### src/rtl/fwft_fifo_pkg.sv
// rtl/fwft_fifo_pkg.sv - shared widths and state type for the fwft_fifo read/write front ends
package fwft_fifo_pkg;

  localparam int WIDTH    = 36;
  localparam int LAST_BIT = 32;
  localparam int CNT_W    = 16;

  // EMPTY: nothing held, ONE: output register valid, TWO: output and skid valid
  typedef enum logic [1:0] {
    EMPTY = 2'd0,
    ONE   = 2'd1,
    TWO   = 2'd2
  } state_t;

endpackage

### src/rtl/fwft_fifo_wr_stats.sv
// rtl/fwft_fifo_wr_stats.sv - free-running FIFO write and end-of-packet counters
module fwft_fifo_wr_stats #(
  parameter int CNT_W = 16
) (
  input  logic             clk,
  input  logic             rst_n,
  input  logic             drain,
  input  logic             last,
  output logic [CNT_W-1:0] word_count,
  output logic [CNT_W-1:0] pkt_count
);

  always_ff @(posedge clk or negedge rst_n) begin
    if (!rst_n) begin
      word_count <= '0;
      pkt_count  <= '0;
    end else begin
      if (drain) begin
        word_count <= word_count + 1'b1;
      end
      if (drain && last) begin
        pkt_count <= pkt_count + 1'b1;
      end
    end
  end

endmodule

### src/rtl/fwft_fifo_writer.sv
// rtl/fwft_fifo_writer.sv - valid/ready to FIFO write front end with 2-entry skid buffer
module fwft_fifo_writer
  import fwft_fifo_pkg::*;
#(
  parameter int WIDTH    = fwft_fifo_pkg::WIDTH,
  parameter int LAST_BIT = fwft_fifo_pkg::LAST_BIT,
  parameter int CNT_W    = fwft_fifo_pkg::CNT_W
) (
  input  logic             wr_clk,
  input  logic             rst_n,
  input  logic [WIDTH-1:0] s_data,
  input  logic             s_valid,
  output logic             s_ready,
  output logic [WIDTH-1:0] fifo_din,
  output logic             fifo_wr_en,
  input  logic             fifo_full,
  input  logic             fifo_prog_full,
  output logic [CNT_W-1:0] word_count,
  output logic [CNT_W-1:0] pkt_count
);

  state_t           state;
  state_t           state_nxt;
  logic [WIDTH-1:0] out_q;
  logic [WIDTH-1:0] skid_q;
  logic             pf_q;
  logic             accept;
  logic             drain;

  // pf_q resets high so nothing is accepted until prog_full has been seen once
  always_ff @(posedge wr_clk or negedge rst_n) begin
    if (!rst_n) begin
      state  <= EMPTY;
      out_q  <= '0;
      skid_q <= '0;
      pf_q   <= 1'b1;
    end else begin
      state <= state_nxt;
      pf_q  <= fifo_prog_full;
      case (state)
        EMPTY: begin
          if (accept) out_q <= s_data;
        end
        ONE: begin
          if (accept && drain) out_q <= s_data;
          else if (accept) skid_q <= s_data;
        end
        TWO: begin
          if (drain) out_q <= skid_q;
        end
        default: begin
          out_q <= out_q;
        end
      endcase
    end
  end

  always_comb begin
    state_nxt = state;
    case (state)
      EMPTY: begin
        if (accept) state_nxt = ONE;
      end
      ONE: begin
        if (accept && !drain) state_nxt = TWO;
        else if (!accept && drain) state_nxt = EMPTY;
      end
      TWO: begin
        if (drain) state_nxt = ONE;
      end
      default: state_nxt = EMPTY;
    endcase
  end

  // Ready depends only on flops; full gates the write strobe combinationally
  always_comb begin
    s_ready    = (state != TWO) && !pf_q;
    fifo_wr_en = (state != EMPTY) && !fifo_full;
    accept     = s_valid && s_ready;
    drain      = fifo_wr_en;
    fifo_din   = out_q;
  end

  fwft_fifo_wr_stats #(
    .CNT_W(CNT_W)
  ) u_stats (
    .clk       (wr_clk),
    .rst_n     (rst_n),
    .drain     (drain),
    .last      (out_q[LAST_BIT]),
    .word_count(word_count),
    .pkt_count (pkt_count)
  );

endmodule
### config.mk
export PLATFORM = sky130hd
export DESIGN_NAME = fwft_fifo_writer
export DESIGN_NICKNAME = d
export VERILOG_FILES = /design/src/rtl/fwft_fifo_pkg.sv /design/src/rtl/fwft_fifo_wr_stats.sv /design/src/rtl/fwft_fifo_writer.sv
export SDC_FILE = /design/constraint.sdc
export NUM_CORES = 1
export LEC_CHECK = 0
export CAP_MARGIN = 40
export CORE_ASPECT_RATIO = 1.25
export CORE_MARGIN = 2
export CORE_UTILIZATION = 32
export DETAILED_ROUTE_END_ITERATION = 12
export GPL_TIMING_DRIVEN = 0
export PLACE_DENSITY = 0.68
export SKIP_LAST_GASP = 1
export SLEW_MARGIN = 0
export SYNTH_ARGS = -nofsm -noshare
export SYNTH_HDL_FRONTEND = slang
export SYNTH_SLANG_ARGS = --single-unit
### constraint.sdc
create_clock -name wr_clk -period 5.5 [get_ports wr_clk]
set_input_delay 0.825 -clock wr_clk [delete_from_list [all_inputs] [get_ports wr_clk]]
set_output_delay 0.825 -clock wr_clk [all_outputs]
set_load 0.01 [all_outputs]
==> results_dict.tcl, run 1 <==
set metrics [dict create \
    vias 3538 \
    cts_hold_buffers 0 \
    drive_above_1_share 0.122 \
    switching_share 0.310 \
    comb_power_share 0.341 \
    port_buffers 110 \
    ys_top_cells_by_count "106 x dfrtp_1, 93 x nand2_1, 45 x nor2_1, 37 x mux2_2, 36 x a31oi_1" \
    wirelength_um 11100 \
    leakagePower_uw 0.00265 \
    cp_common_cell "clkdlybuf4s50_1" \
    fmax_mhz 303 \
    cts_tree "yes" \
    cp_data_required_time_ns 4.68 \
    pwr-share-clk 0.214 \
    pwr-share-seq 0.445 \
    worstMarginPinSlew_ns 0.752 \
    critPathTopFamily "buffers and inverters" \
    totalNegativeSetupSlack_ns 0 \
    slowest_stage "clkdlybuf4s50_1" \
    startpoint_type "input port" \
    drt-vias-per-instance 4.90 \
    numCtsBuffers 9 \
    insertion_delay_ns 0.34 \
    path_class "input port to primary output" \
    grt_pass1_vias 3603 \
    design.die.area_mm2 0.0152 \
    die_x_um 111 \
    post_drt_wl_per_cell_um 15.4 \
    path_clk_slew_ns 0.07 \
    cp_max_fo 8 \
    final_cells 722 \
    start_util 0.327 \
    synth_seq_area_share 0.590 \
    finish.utilization 0.444 \
    clock_sinks 107 \
    syn_nets 465 \
    synth_warnings 0 \
    synthDistinctLibCells 34 \
    drtIter0Drc 158 \
    crit_buf_inv 3 \
    yosysTopAreaCell "dfrtp_1" \
    reg2reg_from "state[0]$_DFFE_PN0P_" \
    ant_nets 0 \
    maxSlewHeadroom 0.498 \
    post-route-drc-count 0 \
    worstPathArrival_ns 2.48 \
    core_area_mm2 0.0139 \
    endpoint_kind "primary output" \
    p_int_uw 1970 \
    synth_top_area_share 0.584 \
    num_antenna_cells 0 \
    ys_top_cells_by_area "dfrtp_1 58%, mux2_2 9.2%, nand2_1 7.7%" \
    cts-resized-gates 0 \
    drv_cap 0 \
    syn2layout_area_growth_pct 35.6 \
    grt_max_degree 67 \
    rsz0062_at_grt "no" \
    seqCellArea_mm2 0.00268 \
    first_pass_iters 4 \
    post_cts_buffers 0 \
    status "finished, final reports clean" \
    synth_seq_cells 107 \
    fill_cells 1326 \
    num_io_pins 111 \
    cts.path.max_buffers 2 \
    r2r_setup_slack_ns 2.41 \
    grt_pass1_wl_um 17900 \
    gr-total-overflow 0 \
    finalSetupViolations 0 \
    cts-htree-levels 3 \
    synthCells 420 \
    dp.cells 706 \
    multi_input_area_mm2 0.00176 \
    die_h_um 137 \
    num_rows 48 \
    p_per_area_mw_per_mm2 462 \
    hp-class "input port to async pin" \
    ir_drop_mv 0.200 \
    place_congestion 0.751 \
    fin_worst_skew_ns 0.00522 \
    power.switching_uw 882 \
    fin_nets 587 \
    synth_edf_count 0 \
    ys.flop_type "dfrtp_1" \
    post-route-period-util 0.601 \
    hold_violations 0 \
    async_flop_share 1.00 \
    synth_most_common_cell "dfrtp_1" \
    cp_cell_sequence "clkdlybuf4s50_1, o21bai_2, clkinv_1, clkdlybuf4s50_1" \
    final_max_slew_viol_count 0 \
    grt_antenna_before_repair 0 \
    clock-root-buffer "clkbuf_16" \
    syn_area_per_cell_um2 10.8 \
    hpwl_um 7840 \
    period_minus_slack_ns 3.30 \
    grtUsageTotal 0.148 \
    cpPeakStageDelay_ns 0.57 \
    syn-cell-area_mm2 0.00454 \
    setup.worst_path.start "fifo_full" \
]
[routing by layer]
layer	track usage	vias up	routed length (um)
met2	0.258	111	5550
met5	0	-	0
met4	0.0813	0	346
met1	0.172	1737	4630
li1	-	1667	-
met3	0.0326	23	594
[metrics by stage]
stage	power, uW	cell area (um2)	hold slack (ns)	worst slack [ns]
final	2850	6160	0.473	2.20
after global routing	3030	6160	0.486	2.11
after detailed placement	2270	5890	0.463	1.98
after CTS	2890	6160	0.474	2.19
after global placement	2220	5860	0.460	-0.435
after floorplan	1750	4540	0.479	3.03
[power groups by stage]
stage | logic (uW) | clock network [uW] | registers [uW]
6_report | 971 | 609 | 1270
5_1_grt | 1060 | 662 | 1300
4_1_cts | 991 | 637 | 1270
3_5_place_dp | 990 | 0 | 1280
3_3_place_gp | 957 | 0 | 1270
2_1_floorplan | 429 | 0 | 1320
[cell type report]
type                            count  share of cell area
Sequential cell                   107               0.435
Tap cell                          175              0.0355
Multi-Input combinational cell    288               0.285
Timing Repair Buffer              111               0.183
Inverter                            2             0.00122
Clock buffer                       14              0.0428
Clock inverter                      2             0.00162
Buffer                             23              0.0164
[layout by cell type (no fill, tap or decap), types with 14 or more instances in the layout]
cell type        count
a31oi_1             36
clkbuf_1            16
clkdlybuf4s50_1    109
dfrtp_1            106
mux2_2              37
nand2_1             93
nor2_1              45
xnor2_1             14
xor2_1              16
[cell families (layout without fill, tap and decap cells)]
group                      after synthesis  count (layout)  share of synthesized area
and+or+nand+nor                        176             176                      0.168
DFF                                    107             107                      0.590
AOI/OAI and AO/OA                       41              41                     0.0581
muxes                                   37              37                     0.0917
xor gates and xnor gates                30              30                     0.0578
buffers and inverters                   25             152                     0.0240
adders and majority gates                4               4                     0.0110
[worst paths after layout]
check                                                          end  cells after the start
worst max register to register              skid_q[10]$_DFFE_PN0P_                     10
min in group wr_clk             u_stats.word_count[15]$_DFFE_PN0P_                      1
worst min-delay path            u_stats.word_count[15]$_DFFE_PN0P_                      1
max in group asynchronous                   skid_q[30]$_DFFE_PN0P_                      2
worst max-delay path                                    fifo_wr_en                      4
worst min register to register  u_stats.word_count[15]$_DFFE_PN0P_                      1
[flip-flops by register name, indices dropped and copies added (netlist names)]
signal / count
u_stats.pkt_count: 16
fifo_din: 36
skid_q: 36
state: 2
u_stats.word_count: 16
pf_q: 1
[worst register-to-register path, stage by stage, from the launching register on]
cell and delay [ns]:
dfrtp_1 0.36, buf_2 0.16, nor2b_1 0.21, clkbuf_1 0.42, nor2_1 0.13, and2_1 0.20, ha_1 0.18, nand3b_1 0.09
clkbuf_1 0.46, buf_2 0.38, mux2_2 0.38
No activity file was read; power rests on OpenSTA's default activity.
==> run 2: changes to the inputs <==
Settings changed: PLACE_DENSITY 0.68 to 0.7.
Clock period 5.5 ns to 2.9 ns, I/O delays scaled along.
==> run 2 against run 1 <==
Net effect:
- setup slack worse by 1.9 ns
- first-iteration DRC count is 8.2% lower
- hold slack worse by 0.34 ns
- sequential share of layout area is 0.53 points lower
- die area stayed put
- largest power group unchanged
- sequential cell count stayed put
- critical path type is now flip-flop to flip-flop
- highest routed layer unchanged
- cell area is 1.2% higher
- via count hardly changed
- combinational power is 89% higher
==> results_dict.tcl, run 2 (synthesized netlist as in run 1, its figures left out) <==
set metrics [dict create \
    p_int_uw 3860 \
    vias 3535 \
    clock_sinks 107 \
    num_rows 48 \
    startpoint_type "flip-flop" \
    clock-root-buffer "clkbuf_16" \
    cts_hold_buffers 0 \
    num_io_pins 111 \
    r2r_end "skid_q[9]$_DFFE_PN0P_" \
    path_clk_slew_ns 0.07 \
    core_area_mm2 0.0139 \
    cp_max_fo 10 \
    insertion_delay_ns 0.34 \
    wirelength_um 11000 \
    cp_common_cell "buf_2" \
    hpwl_um 7940 \
    finalSetupViolations 0 \
    syn2layout_area_growth_pct 37.3 \
    fin_worst_skew_ns 0.00477 \
    drv_cap 0 \
    power.switching_uw 1680 \
    cts.path.max_buffers 2 \
    worstMarginPinSlew_ns 0.696 \
    layout_commonest_cell "clkdlybuf4s50_1" \
    reg2reg_from "state[0]$_DFFE_PN0P_" \
    die_h_um 137 \
    p_per_area_mw_per_mm2 889 \
    fmax_mhz 377 \
    cts_tree "yes" \
    most-common-layout-cells "109 x clkdlybuf4s50_1, 106 x dfrtp_1, 93 x nand2_1, 45 x nor2_1, 37 x mux2_2" \
    design.die.area_mm2 0.0152 \
    post_drt_wl_per_cell_um 15.2 \
    finish.utilization 0.450 \
    timing.hold.ws_ns 0.132 \
    numCtsBuffers 9 \
    crit_buf_inv 4 \
    post-route-period-util 0.914 \
    cp_cell_sequence "buf_2, nor2b_1, clkbuf_1, nor2_1, and2_1, ha_1, nand3b_1, buf_12, buf_2, mux2_2" \
    cp_data_required_time_ns 3.12 \
    port_buffers 110 \
    fill_cells 1341 \
    cpPeakStageDelay_ns 0.42 \
    comb_power_share 0.333 \
    period_minus_slack_ns 2.65 \
    r2r_setup_slack_ns 0.25 \
    final_max_slew_viol_count 0 \
    drtIter0Drc 145 \
    die_x_um 111 \
    status "finished, final reports clean" \
    first_pass_iters 4 \
    critPathTopFamily "buffers and inverters" \
    ant_nets 0 \
    r2r_cells 10 \
    ir_drop_mv 0.438 \
    leakagePower_uw 0.00270 \
    hold_violations 0 \
    endpoint_kind "flip-flop" \
    switching_share 0.303 \
    num_antenna_cells 0 \
    grt_pass1_wl_um 18100 \
    grt_pass1_vias 3602 \
    drive_above_1_share 0.138 \
    pwr-share-seq 0.435 \
    grt_max_degree 56 \
    place_congestion 0.761 \
    maxSlewHeadroom 0.536 \
    grt_antenna_before_repair 0 \
    hp-class "input port to async pin" \
    gr-total-overflow 0 \
    grtUsageTotal 0.150 \
    worstPathArrival_ns 2.87 \
    rsz0062_at_grt "no" \
    post-route-drc-count 0 \
    pwr-share-clk 0.232 \
    start_util 0.327 \
    drt-vias-per-instance 4.88 \
    cts-htree-levels 3 \
    fin_nets 589 \
    slowest_stage "clkbuf_1" \
    path_class "flip-flop to flip-flop" \
]
run 2: cell count changes in the layout (fill, tap and decap cells not counted):
cell / previous run / this run
o221ai_2: 0 / 1
clkinv_2: 2 / 4
buf_4: 2 / 4
clkbuf_8: 2 / 0
clkbuf_1: 16 / 10
clkbuf_2: 0 / 3
bufinv_16: 0 / 2
o221ai_1: 1 / 0
buf_12: 0 / 1
run 2: power by group through the flow:
stage	Clock [uW]	Combinational (uW)	Sequential, uW
finish	1290	1840	2410
global route	1410	2020	2490
CTS	1330	1870	2420
detailed placement	0	1860	2440
global placement	0	1810	2400
floorplan	0	814	2500
run 2: repair_timing:
item,4_1_cts,5_1_grt
hold endpoints to repair,0,0
gates resized for setup,1,6
setup endpoints to repair,39,13
buffers inserted,3,0
run 2: worst reg2reg max path: cells and delay by family, from the launching register on:
kind,cells,cell delay [ns]
adders and majority gates,1,0.19
buffers and inverters,4,0.99
DFF,1,0.35
muxes,1,0.38
and+or+nand+nor,4,0.64
run 2: how the worst max path moves through the flow:
stage / startpoint / depth (start not counted) / end
after CTS: state[1]$_DFFE_PN0P_ / 9 / fifo_din[15]$_DFFE_PN0P_
after detailed placement: fifo_full / 8 / fifo_din[15]$_DFFE_PN0P_
after global placement: rst_n / 1 / skid_q[6]$_DFFE_PN0P_
final: state[0]$_DFFE_PN0P_ / 10 / skid_q[9]$_DFFE_PN0P_
after global routing: state[1]$_DFFE_PN0P_ / 9 / skid_q[12]$_DFFE_PN0P_
after floorplan: state[0]$_DFFE_PN0P_ / 10 / skid_q[0]$_DFFE_PN0P_
run 2: area by class of cell:
type	instances	area, um2	area share
flip-flops and latches	107	2680	0.429
multi-input cells	288	1760	0.282
repair buffers	114	1160	0.186
clock buffers	10	229	0.0367
well taps	175	219	0.0351
plain buffers	22	101	0.0162
clock inverters	6	80.1	0.0128
inverters	2	7.51	0.00120
run 2: through the flow:
step                      instance area, um2  TNS [ns]  std cells  worst slack (ns)  total power, uW
final                                   6240         0        724             0.248             5540
after global routing                    6240         0        724            0.0246             5920
after CTS                               6230         0        724             0.129             5620
after detailed placement                5890     -9.80        706            -0.233             4300
after global placement                  5860   -288.01        705             -2.65             4210
after floorplan                         4540         0        420             0.431             3310
run 2: per-layer routing:
metal / routed length, um / global-route usage / vias up
met5: 0 / 0 / -
met4: 257 / 0.0701 / 0
met3: 554 / 0.0365 / 15
met2: 5460 / 0.256 / 87
met1: 4700 / 0.180 / 1765
li1: - / - / 1668
